`src/rtl/riscv_pkg.sv`:
```
// Shared core constants and the fetch-buffer entry type.
//   XLEN/ILEN   : address and instruction widths
//   FETCH_DEPTH : default instruction-buffer depth
//   RESET_PC    : first fetch address after reset
//   NOP         : canonical addi x0,x0,0
package riscv_pkg;

    localparam int unsigned XLEN        = 64;
    localparam int unsigned ILEN        = 32;
    localparam int unsigned FETCH_DEPTH = 4;

    localparam logic [XLEN-1:0] RESET_PC = 64'h0;
    localparam logic [ILEN-1:0] NOP      = 32'h0000_0013;

    typedef struct packed {
        logic [XLEN-1:0] pc;
        logic [ILEN-1:0] instr;
    } fetch_entry_t;

endpackage

```
`src/rtl/fetch_fifo.sv`:
```
// Synchronous FIFO holding fetched {pc, instr} entries.
//   clk, reset      : clock, synchronous active-high reset
//   flush           : synchronous clear; wins over push and pop
//   push, push_data : write an entry (accepted when not full, or full with pop)
//   pop             : drop the head entry (ignored when empty)
//   head            : current head entry
//   count/full/empty: registered occupancy status
module fetch_fifo #(
    parameter int unsigned WIDTH = 96,
    parameter int unsigned DEPTH = 4
) (
    input  logic                       clk,
    input  logic                       reset,
    input  logic                       flush,
    input  logic                       push,
    input  logic [WIDTH-1:0]           push_data,
    input  logic                       pop,
    output logic [WIDTH-1:0]           head,
    output logic [$clog2(DEPTH+1)-1:0] count,
    output logic                       full,
    output logic                       empty
);

    localparam int unsigned AW = (DEPTH > 1) ? $clog2(DEPTH) : 1;
    localparam int unsigned CW = $clog2(DEPTH + 1);

    logic [WIDTH-1:0] mem_q [DEPTH];
    logic [AW-1:0]    rd_ptr_q;
    logic [AW-1:0]    wr_ptr_q;
    logic [CW-1:0]    count_q;
    logic [CW-1:0]    count_d;
    logic             full_q;
    logic             empty_q;
    logic             do_push;
    logic             do_pop;

    function automatic logic [AW-1:0] ptr_inc(input logic [AW-1:0] p);
        return (p == AW'(DEPTH - 1)) ? '0 : p + AW'(1);
    endfunction

    // Push into a full buffer is only legal when the head leaves this cycle.
    always_comb begin
        do_pop  = pop && !empty_q;
        do_push = push && (!full_q || do_pop);
        count_d = count_q + CW'(do_push) - CW'(do_pop);
    end

    // Pointers and occupancy flags.
    always_ff @(posedge clk) begin
        if (reset || flush) begin
            rd_ptr_q <= '0;
            wr_ptr_q <= '0;
            count_q  <= '0;
            full_q   <= 1'b0;
            empty_q  <= 1'b1;
        end else begin
            if (do_push) wr_ptr_q <= ptr_inc(wr_ptr_q);
            if (do_pop)  rd_ptr_q <= ptr_inc(rd_ptr_q);
            count_q <= count_d;
            full_q  <= (count_d == CW'(DEPTH));
            empty_q <= (count_d == '0);
        end
    end

    // Entry storage; contents are don't-care until written.
    always_ff @(posedge clk) begin
        if (do_push && !flush && !reset) mem_q[wr_ptr_q] <= push_data;
    end

    always_comb begin
        head  = mem_q[rd_ptr_q];
        count = count_q;
        full  = full_q;
        empty = empty_q;
    end

endmodule

```
`src/rtl/if_fetch_unit.sv`:
```
// Instruction-fetch front end: owns the fetch PC, issues word requests to
// instruction memory, buffers in-order responses and hands {pc, instr}
// pairs to decode. A redirect flushes the buffer and discards the responses
// of every request still outstanding.
//   clk, reset                   : clock, synchronous active-high reset
//   imem_req_valid/ready/addr    : fetch request channel
//   imem_rsp_valid/data          : in-order fetch responses, latency >= 1
//   redirect_valid/pc            : taken branch/jump from execute
//   if_valid/ready, if_pc/instr  : head instruction towards decode
module if_fetch_unit #(
    parameter int unsigned      XLEN     = riscv_pkg::XLEN,
    parameter int unsigned      ILEN     = riscv_pkg::ILEN,
    parameter int unsigned      DEPTH    = riscv_pkg::FETCH_DEPTH,
    parameter logic [XLEN-1:0]  RESET_PC = XLEN'(riscv_pkg::RESET_PC)
) (
    input  logic            clk,
    input  logic            reset,
    output logic            imem_req_valid,
    input  logic            imem_req_ready,
    output logic [XLEN-1:0] imem_req_addr,
    input  logic            imem_rsp_valid,
    input  logic [ILEN-1:0] imem_rsp_data,
    input  logic            redirect_valid,
    input  logic [XLEN-1:0] redirect_pc,
    output logic            if_valid,
    input  logic            if_ready,
    output logic [XLEN-1:0] if_pc,
    output logic [ILEN-1:0] if_instr
);

    localparam int unsigned CW  = $clog2(DEPTH + 1);
    localparam int unsigned CW1 = CW + 1;
    localparam int unsigned EW  = XLEN + ILEN;

    logic [XLEN-1:0] fetch_pc_q;
    logic [XLEN-1:0] resp_pc_q;
    logic [CW-1:0]   inflight_q;
    logic [CW-1:0]   drop_cnt_q;
    logic [XLEN-1:0] redirect_target;
    logic [CW1-1:0]  credit_used;
    logic [CW-1:0]   fifo_count;
    logic            fifo_full;
    logic            fifo_empty;
    logic [EW-1:0]   fifo_head;
    logic            req_fire;
    logic            rsp_fire;
    logic            rsp_drop;
    logic            push;
    logic            pop;
    logic            unused_redirect_lsb;

    // Request credit, handshakes and response steering.
    always_comb begin
        redirect_target     = {redirect_pc[XLEN-1:2], 2'b00};
        unused_redirect_lsb = ^redirect_pc[1:0];
        credit_used         = CW1'(inflight_q) + CW1'(fifo_count);
        imem_req_valid      = !reset && !redirect_valid && (credit_used < CW1'(DEPTH));
        imem_req_addr       = fetch_pc_q;
        req_fire            = imem_req_valid && imem_req_ready;
        rsp_fire            = imem_rsp_valid;
        rsp_drop            = rsp_fire && (drop_cnt_q != '0);
        push                = rsp_fire && !rsp_drop && !redirect_valid;
        if_valid            = !fifo_empty && !reset;
        pop                 = if_valid && if_ready;
        if_pc               = fifo_head[EW-1:ILEN];
        if_instr            = if_valid ? fifo_head[ILEN-1:0] : ILEN'(riscv_pkg::NOP);
    end

    // Fetch PC, response PC and outstanding/drop counters. A redirect turns
    // every request still in flight after this cycle into a drop.
    always_ff @(posedge clk) begin
        if (reset) begin
            fetch_pc_q <= RESET_PC;
            resp_pc_q  <= RESET_PC;
            inflight_q <= '0;
            drop_cnt_q <= '0;
        end else begin
            inflight_q <= inflight_q + CW'(req_fire) - CW'(rsp_fire);
            if (redirect_valid) begin
                fetch_pc_q <= redirect_target;
                resp_pc_q  <= redirect_target;
                drop_cnt_q <= inflight_q - CW'(rsp_fire);
            end else begin
                if (req_fire) fetch_pc_q <= fetch_pc_q + XLEN'(4);
                if (push)     resp_pc_q  <= resp_pc_q + XLEN'(4);
                if (rsp_drop) drop_cnt_q <= drop_cnt_q - CW'(1);
            end
        end
    end

    fetch_fifo #(
        .WIDTH (EW),
        .DEPTH (DEPTH)
    ) u_fifo (
        .clk       (clk),
        .reset     (reset),
        .flush     (redirect_valid),
        .push      (push),
        .push_data ({resp_pc_q, imem_rsp_data}),
        .pop       (pop),
        .head      (fifo_head),
        .count     (fifo_count),
        .full      (fifo_full),
        .empty     (fifo_empty)
    );

    // The credit rule must keep the buffer from ever overflowing.
    a_no_overflow : assert property (@(posedge clk) disable iff (reset)
        !(push && fifo_full && !pop))
        else $error("fetch buffer overflow");

    // A response with nothing outstanding would underflow inflight.
    a_no_inflight_underflow : assert property (@(posedge clk) disable iff (reset)
        rsp_fire |-> (inflight_q != '0))
        else $error("response with no request outstanding");

    // Drops are a subset of outstanding requests, so drop_cnt cannot underflow.
    a_drop_le_inflight : assert property (@(posedge clk) disable iff (reset)
        drop_cnt_q <= inflight_q)
        else $error("drop count exceeds outstanding requests");

endmodule

```
`config.mk`:
```
export PLATFORM = sky130hd
export DESIGN_NAME = if_fetch_unit
export DESIGN_NICKNAME = d
export VERILOG_FILES = /design/src/rtl/riscv_pkg.sv /design/src/rtl/fetch_fifo.sv /design/src/rtl/if_fetch_unit.sv
export SDC_FILE = /design/constraint.sdc
export NUM_CORES = 1
export LEC_CHECK = 0
export ABC_CLOCK_PERIOD_IN_PS = 7750
export CAP_MARGIN = 20
export CORE_ASPECT_RATIO = 0.9
export CORE_MARGIN = 4
export CORE_UTILIZATION = 50
export CTS_CLUSTER_DIAMETER = 200
export DETAILED_ROUTE_END_ITERATION = 10
export PLACE_DENSITY = 0.82
export SLEW_MARGIN = 0
export SYNTH_ARGS = -nofsm -noshare
export SYNTH_HDL_FRONTEND = slang
export SYNTH_SLANG_ARGS = --single-unit
export TNS_END_PERCENT = 30
```
`constraint.sdc`:
```
create_clock -name clk -period 7.75 [get_ports clk]
set_clock_uncertainty 0.15 [all_clocks]
set_input_delay 1.55 -clock clk [delete_from_list [all_inputs] [get_ports clk]]
set_output_delay 1.55 -clock clk [all_outputs]
set_load 0.03 [all_outputs]
```
==> out/metrics.yaml, run 1 <==
die:
  row_count: 73
  die_w_um: 231
  ios: 264
  core-area_sq_um: 44100
  die_area_sq_um: 48000
  die_h_um: 208
  start_util: 0.505
synth:
  synthArstFlopShare: 0
  syn_area_per_cell_sq_um: 13.8
  synth_area_sq_um: 22300
  synth_edf_count: 376
  yosys_warnings: 0
  netlist-cell-type-count: 69
  ys_ff_latch: 517
  synth_cells: 1612
  ys_dominant_reg_cell: "edfxtp_1"
  yosysSeqAreaShare: 0.633
  synth_top_area_frac: 0.506
  yosys-top-cells-area: "edfxtp_1 (51%), dfxtp_1 (13%), mux4_2 (9.5%)"
  yosys.area.top_type: "edfxtp_1"
global_routing:
  met3_usage: 0.0537
  met2_usage: 0.388
  grt_pass1_vias: 15478
  busiest_layer: "met2"
  antenna_found_initial: 1
  grtUsageTotal: 0.251
  gr-total-overflow: 0
  met1_usage: 0.363
  grt_max_degree: 66
  grt_pass1_wl_um: 93900
routing:
  antenna_left: 0
  wl_um: 61300
  drt_iter0_drc: 2089
  via_per_inst: 6.37
  drtPass1Iterations: 6
  wl_per_cell_um: 24.5
  drc_errors: 0
  vias: 15972
sta:
  final.period_utilization: 0.690
  tightest_slew_ps: 1090
  min_period_ps: 5350
  tns_ps: 0
  finalSetupViolCount: 0
  slew_violations: 0
  hold_viol_final: 0
  rsz0062_at_grt: "false"
  max_freq_mhz: 187
  fin_hold_ws_ps: 332
  slew_headroom: 0.270
worst_setup_path:
  worst_ep_arrival_time_ps: 3650
  crit_buf_inv: 3
  worst-path-stages: 5
  required_ps: 6050
  worstPathCellList: "buf_2, buf_4, or2_2, nor3_1, clkdlybuf4s50_1"
  end_kind: "output pin"
  worst_r2r_path_depth: 6
  crit_fanout: 42
  max_stage_delay_ps: 760
  critPathSlowestCell: "clkdlybuf4s50_1"
  start_kind: "input port"
  path_delay_family: "buffers and inverters"
  path_class: "input port to output pin"
power:
  vdd_drop_max_mv: 0.191
  powerDensity_nw_per_um2: 232
  power.internal_mw: 4.84
  clkPwrFrac: 0.413
  p_leak_nw: 8.73
  p_switching_mw: 1.48
  switching_share: 0.234
  combinationalPowerShare: 0.087
  seqPwrFrac: 0.501
  finalPower_mw: 6.32
cts:
  tritoncts: "yes"
  cts-resized-gates: 0
  cts.sinks: 517
  clk_pin_slew_ps: 60
  cts_setup_buffers: 0
  ctsRootBufferMaster: "clkbuf_16"
  htreeDepth: 2
  clk_latency_ps: 600
  cts_buffers: 51
  postCtsHoldBufs: 0
  clk_path_buf_depth: 3
outcome:
  status: "completed"
run:
  drv_cap: 0
hold_path:
  hold_class: "flop to flop"
  min_path_cells: 2
placed_design:
  hpwl_um: 40400
  portBuffers: 257
  dp_cells: 2410
  dpl-instance-area_sq_um: 25500
  place_congestion: 0.906
finish:
  fin_cells: 2506
  final_cell_area_sq_um: 27300
  syn_to_final_growth_pct: 22.5
  nNetsFinal: 1985
  drive_above_1_share: 0.125
synth_stat cells (all sizes together), types with 17 or more instances:
cell / number
a211oi: 29
a21oi: 33
a31oi: 20
and2: 42
and3: 25
buf: 23
clkbuf: 67
dfxtp: 141
edfxtp: 376
ha: 17
inv: 29
mux4: 94
nand2: 110
nand3: 76
nand4: 68
nor2: 83
nor3: 25
nor4: 50
o21ai: 21
or3: 17
or4: 23
xnor2: 22
xor2: 27
worst register-to-register path: cells and delay by family (launching register included):
kind	cells	cell delay, ps
fa+ha+maj	1	260
flops	1	300
buf+inv	2	680
compound gates	1	940
simple gates	2	1160
power by group through the flow:
stage                     Combinational (mW)  Clock, mW  Sequential, mW
final                                  0.547       2.61            3.17
after global routing                   0.582       2.77            3.18
after CTS                              0.544       2.64            3.16
after detailed placement               0.539          0            3.22
after global placement                 0.528          0            3.21
after floorplan                        0.268          0            3.22
worst paths after layout:
| path | to | startpoint | slack (ps) |
|---|---|---|---|
| min | flop | u_fifo.rd_ptr_q[1] | 330 |
| max reg2reg | u_fifo.mem_q[1][12] | drop_cnt_q[0] | 3900 |
| max | imem_req_valid | redirect_valid | 2400 |
| min reg2reg | flop | u_fifo.rd_ptr_q[1] | 330 |
through the flow:
stage / setup WS, ps / util
finish: 2400 / 0.619
global route: 2370 / 0.619
CTS: 2460 / 0.619
detailed placement: 2280 / 0.578
global placement: 2370 / 0.578
floorplan: 2210 / -
per-layer routing:
| metal | up-vias | part of all wire |
|---|---|---|
| li1 | 6903 | - |
| met1 | 7953 | 0.41 |
| met2 | 976 | 0.46 |
| met3 | 138 | 0.11 |
| met4 | 2 | 0.027 |
| met5 | - | 0.00011 |
layout make-up:
| type | count | area (sq um) |
|---|---|---|
| Antenna cell | 1 | 2.50 |
| Fill cell | 3154 | 16800 |
| Sequential cell | 517 | 14100 |
| Inverter | 29 | 110 |
| Multi-Input combinational cell | 979 | 7750 |
| Tap cell | 600 | 751 |
| Clock buffer | 66 | 1380 |
| Timing Repair Buffer | 286 | 2790 |
| Clock inverter | 28 | 409 |
registers in the layout, indices dropped and copies added, names as in the netlist, named ones only:
| signal | count |
|---|---|
| u_fifo.count | 3 |
| u_fifo.mem_q | 376 |
| resp_pc_q | 62 |
| u_fifo.full | 1 |
| u_fifo.empty | 1 |
| imem_req_addr | 62 |
| drop_cnt_q | 3 |
| inflight_q | 3 |
| u_fifo.wr_ptr_q | 2 |
| u_fifo.rd_ptr_q | 2 |
cell usage in the layout, fill, tap and decap left out, types with 42 or more instances in the layout:
cell	netlist	layout
nand3_1	76	76
nor2_1	83	82
mux4_2	94	94
edfxtp_1	376	376
clkdlybuf4s50_1	0	255
clkbuf_16	0	51
dfxtp_1	141	139
nand2_1	110	110
nand4_1	67	67
nor4_1	45	45
and2_1	42	42
kinds of logic after synthesis:
kind of cell	share of synthesized area
DFF	0.633
adders and majority gates	0.0113
muxes	0.104
other	0.000168
buffers and inverters	0.0208
and+or+nand+nor	0.143
xor gates and xnor gates	0.0193
AOI/OAI and AO/OA	0.0682
Note: power is estimated with default switching activity, not from simulation.
==> inputs of run 2 (changes only) <==
--- a/config.mk
+++ b/config.mk
@@ -5,14 +5,14 @@
 export SDC_FILE = /design/constraint.sdc
 export NUM_CORES = 1
 export LEC_CHECK = 0
-export ABC_CLOCK_PERIOD_IN_PS = 7750
+export ABC_CLOCK_PERIOD_IN_PS = 4400
 export CAP_MARGIN = 20
 export CORE_ASPECT_RATIO = 0.9
 export CORE_MARGIN = 4
 export CORE_UTILIZATION = 50
 export CTS_CLUSTER_DIAMETER = 200
 export DETAILED_ROUTE_END_ITERATION = 10
-export PLACE_DENSITY = 0.82
+export PLACE_DENSITY = 0.84
 export SLEW_MARGIN = 0
 export SYNTH_ARGS = -nofsm -noshare
 export SYNTH_HDL_FRONTEND = slang
==> constraint.sdc (replaced) <==
create_clock -name clk -period 4.4 [get_ports clk]
set_clock_uncertainty 0.15 [all_clocks]
set_input_delay 0.88 -clock clk [delete_from_list [all_inputs] [get_ports clk]]
set_output_delay 0.88 -clock clk [all_outputs]
set_load 0.03 [all_outputs]
==> out/metrics.yaml, run 2 (synthesis results as in run 1) <==
outcome:
  status: "completed"
worst_setup_path:
  rrSetupSlack_ps: 1080  # -2820 ps
  crit_fanout: 26  # -38%
  path_class: "flop to output pin"
  end_kind: "output pin"
  start_kind: "flop"
  required_ps: 3370  # -2680 ps
  worst_ep_arrival_time_ps: 2930  # -720 ps
finish:
  antenna_cells: 0  # -1
  register_area_sq_um: 14100  # unchanged
  drive_above_1_share: 0.129  # +0.00371
  final_cell_area_sq_um: 27400  # +0.39%
  nFillCells: 3182  # +0.89%
  final_cell_mix: "edfxtp_1 (376), clkdlybuf4s50_1 (255), dfxtp_1 (139)"
  final_common_cell: "edfxtp_1"
  nNetsFinal: 1997  # +0.60%
  syn_to_final_growth_pct: 23.0
  multiInputGateArea_sq_um: 7750  # unchanged
  largest-register: "u_fifo.mem_q"
  largest_reg_flops: 376  # unchanged
power:
  vdd_drop_max_mv: 0.277  # +45%
  powerDensity_nw_per_um2: 397  # +72%
  finalPower_mw: 10.9  # +72%
  p_leak_nw: 8.74  # +0.12%
cts:
  postCtsHoldBufs: 0  # unchanged
  cts-resized-gates: 0  # unchanged
  clk_latency_ps: 600  # about the same
  cts.sinks: 517  # unchanged
  cts_buffers: 52  # +2.0%
  clk_pin_slew_ps: 60  # about the same
  cts_setup_buffers: 0  # unchanged
  ctsRootBufferMaster: "clkbuf_16"
  htreeDepth: 2  # unchanged
  tritoncts: "yes"
  clk_path_buf_depth: 3  # unchanged
hold_path:
  hold_class: "flop to flop"
sta:
  min_period_ps: 3960
  max_freq_mhz: 252
  slew_headroom: 0.239  # -0.0308
  final.period_utilization: 0.901
  rsz0062_at_grt: "false"
  tightest_slew_ps: 1140  # +56.2 ps
  hold_viol_final: 0  # unchanged
  slew_violations: 0  # unchanged
  finalSetupViolCount: 0  # unchanged
routing:
  via_per_inst: 6.29  # -1.3%
  wl_per_cell_um: 24.3  # -0.49%
  drc_errors: 0  # unchanged
  drtPass1Iterations: 6  # unchanged
  vias: 15847  # -0.78%
  antenna_left: 0  # unchanged
  wl_um: 61300  # about the same
  drt_iter0_drc: 1914  # -8.4%
global_routing:
  antenna_found_initial: 1  # unchanged
  busiest_layer: "met2"
  met3_usage: 0.0546  # +0.000958
  grt_pass1_vias: 15516  # +0.25%
  grtUsageTotal: 0.251  # -0.000453
  met1_usage: 0.363  # -0.000952
  grt_pass1_wl_um: 94000  # +0.15%
  gr-total-overflow: 0  # unchanged
  grt_max_degree: 128  # +94%
  met2_usage: 0.385  # -0.00276
run:
  drv_cap: 0  # unchanged
placed_design:
  portBuffers: 257  # unchanged
  hpwl_um: 41000  # +1.6%
  place_congestion: 0.900  # -0.68%
  dpl-instance-area_sq_um: 25700  # +0.86%
die:
  row_count: 73  # unchanged
  die_w_um: 231  # unchanged
  die_h_um: 208  # unchanged
  die_area_sq_um: 48000  # unchanged
  core-area_sq_um: 44100  # unchanged
  start_util: 0.505  # unchanged
  ios: 264  # unchanged
[run 2: cell type report]
cell class / count / share of cell area
clock buffers: 67 / 0.0502
clock inverters: 31 / 0.0113
inverters: 29 / 0.00401
multi-input cells: 979 / 0.283
flip-flops and latches: 517 / 0.515
well taps: 600 / 0.0274
repair buffers: 297 / 0.110
[run 2: power breakdown]
| group | total, mW | internal [mW] | switching (mW) |
|---|---|---|---|
| Clock | 4.35 | 2.47 | 1.88 |
| Sequential | 5.57 | 5.37 | 0.201 |
| Combinational | 0.971 | 0.407 | 0.564 |
| Total | 10.9 | 8.25 | 2.65 |
[run 2: layer usage]
layer / part of all wire / wire, um / up-vias
li1: - / - / 6946
met5: 0.00013 / 8 / -
met4: 0.027 / 1690 / 2
met3: 0.11 / 6600 / 123
met1: 0.40 / 24700 / 7890
met2: 0.46 / 28300 / 886
[run 2: path summary, 6_finish.rpt]
check                           cells after the start         startpoint                 to
worst min register to register                      2  imem_req_addr[14]  imem_req_addr[14]
worst max-delay path                                3               flop          if_pc[26]
worst min-delay path                                2  imem_req_addr[14]  imem_req_addr[14]
worst max register to register                      6       resp_pc_q[2]      resp_pc_q[46]
[run 2: stage by stage]
stage               worst slack, ps  cells  utilization  TNS [ps]  hold slack (ps)
finish                          437   2520        0.622         0              373
global route                    275   2520        0.622         0              393
CTS                             343   2520        0.622         0              373
detailed placement              466   2422        0.583         0              365
global placement                558   2421        0.583         0              348
floorplan                      -469   1615            -    -88090              304
[run 2: worst max-delay path: stages, from the launching register on]
cell and delay [ps]:
dfxtp_4 740, buf_4 370, mux4_2 580, clkdlybuf4s50_1 630
==> variant 1 (settings of run 1) <==
Change the package constant `ILEN` from 32 to 16.
--- a/src/rtl/riscv_pkg.sv
+++ b/src/rtl/riscv_pkg.sv
@@ -6,7 +6,7 @@
 package riscv_pkg;
 
     localparam int unsigned XLEN        = 64;
-    localparam int unsigned ILEN        = 32;
+    localparam int unsigned ILEN        = 16;
     localparam int unsigned FETCH_DEPTH = 4;
 
     localparam logic [XLEN-1:0] RESET_PC = 64'h0;
Ports: changed (resized if_instr and imem_rsp_data); port bits go from 264 to 232. The function was not compared with the original's and may differ.
==> variant 1 against run 1 <==
Via count is 15% lower. Utilization is 0.22 points higher. Synthesized area is 12% lower. Wire length is 17% lower. Sequential cell count is 64 lower. Cell area is 12% lower. Sequential power is 13% lower. Non-clock buffer count is 43 lower. Critical path depth stayed put. Total power is 12% lower. Critical endpoint unchanged. Die area is 12% lower. Worst setup slack worse by 0.018 ns.
==> variant 1: results (changes against run 1) <==
| Metric | Value |
|---|---|
| Status | complete, no violations (unchanged) |
| Deepest clock path buffer count | 3 (unchanged) |
| Maximum vdd ir drop | 173.9 µV (was 190.7 µV) |
| Synth top cells by count | edfxtp_1, dfxtp_1, mux4_2, nand2_1 (was edfxtp_1, dfxtp_1, nand2_1, mux4_2, nor2_1) |
| Critical Path Source | reset (was redirect_valid) |
| Critical path peak fanout | 24 (was 42) |
| Leakage | 7.701 nW (was 8.734 nW) |
| Clock Latency Late Sink | 0.56 ns (was 0.60 ns) |
| XOR/XNOR Fraction of Synth Area | 0.02595 (was 0.01925) |
| Post-synth EDFFs | 312 (was 376) |
| CP max-delay cell | clkdlybuf4s50_1 (unchanged) |
| Largest register FFs | 312 (was 376) |
| Synth Area in Adders | 0.01291 (was 0.01134) |
| Net count, final | 1,744 (was 1,985) |
| CP peak stage delay | 0.70 ns (was 0.76 ns) |
| Pre-antenna DRT Iters | 5 (was 6) |
| DP Area | 0.02234 mm² (was 0.02552 mm²) |
| Mux cell area share after synthesis | 0.09346 (was 0.1037) |
| Reg2Reg Capture Point | inflight_q[2] (was u_fifo.mem_q[1][12]) |
| Seq/Total Area, Yosys | 0.6229 (was 0.6331) |
| Worst Reg-to-Reg Cells | 13 (was 6) |
| Async SR Flop Fraction | 0 (unchanged) |
| GP Congestion | 0.9065 (was 0.9059) |
| Initial antenna violation count | 0 (was 1) |
| Synth unique cells | 70 (was 69) |
| First-pass GRT wire length | 78,320 µm (was 93,900 µm) |
| FF-to-FF setup slack | 4.36 ns (was 3.90 ns) |
| Crit path max-delay family | buffers and inverters (unchanged) |
| Vias per cell | 6.185 (was 6.374) |
| Critical path endpoint category | output port (unchanged) |
| Area contributors post-synth | edfxtp_1, dfxtp_1, mux4_2, nand4_1, o21a_1 (was edfxtp_1, dfxtp_1, mux4_2, nand4_1, nand2_1) |
| I/O Buffers | 225 (was 257) |
| Arr. time, crit path | 3.67 ns (was 3.65 ns) |
| DR iter-0 viols | 1,478 (was 2,089) |
| Largest net degree at the start of global routing | 62 (was 66) |
| DP HPWL | 34,170 µm (was 40,350 µm) |
| Gr usage total | 0.2347 (was 0.2510) |
| Complex-gate fraction of the synthesized area | 0.09116 (was 0.06819) |
| Ant diodes | 0 (was 1) |
| Vias in the first global route | 13,330 (was 15,480) |
| Worst Max-Slew Pin Slew | 0.9984 ns (was 1.085 ns) |
| R2R Path Start | inflight_q[2] (was drop_cnt_q[0]) |
| Num CTS Buffers | 47 (was 51) |
| Pre-CTS WS | 2.412 ns (was 2.278 ns) |
| Detailed Route WL | 50,800 µm (was 61,300 µm) |
## variant 1: changes by cell type in the layout (fill, tap and decap cells not counted), sizes merged, moves of 17 or more
cell	change
clkdlybuf4s50	-31
a21boi	+30
a211oi	-19
or4	-18
o21a	+35
edfxtp	-64
nand3	-18
nor3	+17
nor2	-21
o31a	+27
nand2	-37
a21oi	-17
## variant 1: logic make-up (layout without fill, tap and decap cells)
kind of cell	after synthesis	after routing
mux	85	85
xor+xnor	58	58
fa+ha+maj	19	19
simple gates	461	461
other cells	1	4
flops	453	453
buf+inv	98	355
compound gates	243	243
## variant 1: layout make-up
cell class / count / area [µm²]
clock buffer: 58 / 1257
clock inverter: 30 / 351.6
fill: 2852 / 14590
inverter: 24 / 91.34
multi-input combinational: 870 / 7013
sequential: 453 / 12200
tap: 525 / 656.9
timing repair buffer: 243 / 2382
## variant 1: tightest hold or removal path, stage by stage (launching register included)
cell,delay (ns)
dfxtp_1,0.31
nand2_1,0.05
a21oi_1,0.07
## variant 1: stage by stage
step | util | hold slack (ns) | std cells
2_1_floorplan | - | 0.3041 | 1421
3_3_place_gp | 0.5797 | 0.3099 | 2115
3_5_place_dp | 0.5797 | 0.3157 | 2115
4_1_cts | 0.6214 | 0.3175 | 2203
5_1_grt | 0.6214 | 0.3585 | 2203
6_report | 0.6214 | 0.3162 | 2203
## variant 1: metal layers
metal	routed length (µm)	global-route usage	vias up
met5	0	0	-
met4	1178	0.05949	0
met3	4354	0.04151	99
met2	23450	0.3653	682
met1	21820	0.3472	6804
li1	-	-	6041
## variant 1: report_power, final
group / total [mW] / internal, mW / switching, mW / leakage (nW)
combinational: 0.459 / 0.205 / 0.254 / 2.89
sequential: 2.77 / 2.66 / 0.109 / 4.02
clock: 2.34 / 1.42 / 0.923 / 0.792
==> variant 2 (config.mk and constraints of run 1) <==
Without the edit above. Make the reset (`reset`) asynchronous in one clocked block. Comments in the files are not updated.
--- a/src/rtl/if_fetch_unit.sv
+++ b/src/rtl/if_fetch_unit.sv
@@ -68,7 +68,7 @@
 
     // Fetch PC, response PC and outstanding/drop counters. A redirect turns
     // every request still in flight after this cycle into a drop.
-    always_ff @(posedge clk) begin
+    always_ff @(posedge clk or posedge reset) begin
         if (reset) begin
             fetch_pc_q <= RESET_PC;
             resp_pc_q  <= RESET_PC;
Function: differs if reset is asserted again (counterexample within 4 cycles, from zero or initial values and one cycle with reset high); with reset held inactive, the same outputs for 4 cycles.
==> variant 2 against run 1 <==
Clock power shrank 6%. Register-to-register slack improved by 0.37 ns. Fmax up 2.2%. Final cell count decreased by 7.9%. Via count shrank 11%. Sequential share of layout area rose by 3.5 points. Worst setup slack gained 0.11 ns. Synthesized area decreased by 1.9%. Total power increased by 1.2%. Wire length down 9.6%. Cell area fell by 2.1%. Sequential cell count unchanged. Largest power group unchanged.
==> variant 2: results (changes against run 1) <==
| Metric | Value |
|---|---|
| Status | complete, no violations (unchanged) |
| First-pass GRT wire length | 84,730 µm (was 93,900 µm) |
| Seq/Total Area, Yosys | 0.6751 (was 0.6331) |
| Worst Setup EP | if_instr[8] (was imem_req_valid) |
| Arr. time, crit path | 3.54 ns (was 3.65 ns) |
| Synth top cells by count | edfxtp_1, dfrtp_1, nand2_1, mux4_2, o21ai_0 (was edfxtp_1, dfxtp_1, nand2_1, mux4_2, nor2_1) |
| Async SR Flop Fraction | 0.2515 (was 0) |
| Area contributors post-synth | edfxtp_1, dfrtp_1, mux4_2, o21ai_0, nand2_1 (was edfxtp_1, dfxtp_1, mux4_2, nand4_1, nand2_1) |
| Max-slew headroom | 0.2512 (was 0.2697) |
| Initial antenna violation count | 0 (was 1) |
| Pre-antenna DRT Iters | 5 (was 6) |
| Leakage | 8.998 nW (was 8.734 nW) |
| Detailed Route WL | 55,390 µm (was 61,300 µm) |
| Final cycle utilization of the critical path | 0.6757 (was 0.6903) |
| Hold_ws | 0.3252 ns (was 0.3324 ns) |
| Vias per cell | 6.140 (was 6.374) |
| FF-to-FF setup slack | 4.27 ns (was 3.90 ns) |
| Met2 usage | 0.3645 (was 0.3876) |
| Critical path peak fanout | 25 (was 42) |
| Ant diodes | 0 (was 1) |
| Worst Reg-to-Reg Cells | 12 (was 6) |
| GP Congestion | 0.8904 (was 0.9059) |
| Maximum vdd ir drop | 148.5 µV (was 190.7 µV) |
| M1 GR Usage | 0.3295 (was 0.3635) |
| Sequential Power Share | 0.512 (was 0.501) |
| Vias in the first global route | 14,240 (was 15,480) |
| Ratio of cells with drive above 1 in the final layout | 0.1323 (was 0.1255) |
| DP HPWL | 36,150 µm (was 40,350 µm) |
| Routed wire per std cell | 23.99 µm (was 24.46 µm) |
| Largest net degree at the start of global routing | 73 (was 66) |
==> variant 2: cell types whose count changed after synthesis, sizes merged, moves of 13 or more <==
| cell | delta |
|---|---|
| dfrtp | +130 |
| dfxtp | -130 |
| o21ai | +73 |
| nor2 | -37 |
| nor4 | -31 |
| xnor2 | +31 |
| a211oi | -29 |
| nand4 | -27 |
| clkbuf | -23 |
| or4 | -18 |
| mux2i | -14 |
| nand2 | +14 |
| o21a | -13 |
==> variant 2: layer usage <==
metal	part of all wire	wire [µm]
met1	0.41	22960
met2	0.46	25700
met3	0.088	4887
met4	0.033	1846
met5	0	0
==> variant 2: power by group through the flow <==
| stage | Sequential (mW) | Combinational, mW | Clock [mW] |
|---|---|---|---|
| 2_1_floorplan | 3.35 | 0.318 | 0 |
| 3_3_place_gp | 3.31 | 0.647 | 0 |
| 3_5_place_dp | 3.32 | 0.666 | 0 |
| 4_1_cts | 3.27 | 0.672 | 2.49 |
| 5_1_grt | 3.29 | 0.724 | 2.62 |
| 6_report | 3.27 | 0.670 | 2.46 |
==> variant 2: worst max-delay path, cell delays in order <==
cell,delay [ns]
clkdlybuf4s50_1,0.53
nor2_2,0.42
buf_16,0.21
and2_1,0.14
clkdlybuf4s50_1,0.67
==> variant 2: final cells by class <==
type,instances,area [µm²]
clock buffers,76,1494
flip-flops and latches,517,14770
multi-input cells,835,6729
clock inverters,18,173.9
repair buffers,276,2758
fillers,3111,16320
well taps,555,694.4
inverters,32,122.6
==> variant 2: cells by family (layout without fill, tap and decap cells) <==
kind of cell    after synthesis  in the layout  synth area share
xor+xnor                     75             75           0.03004
flops                       517            517            0.6751
simple gates                442            442            0.1088
mux                         110            110            0.1049
compound gates              185            185           0.05098
other cells                   1              4         0.0001715
fa+ha+maj                    19             19           0.01156
buf+inv                     100            402           0.01837
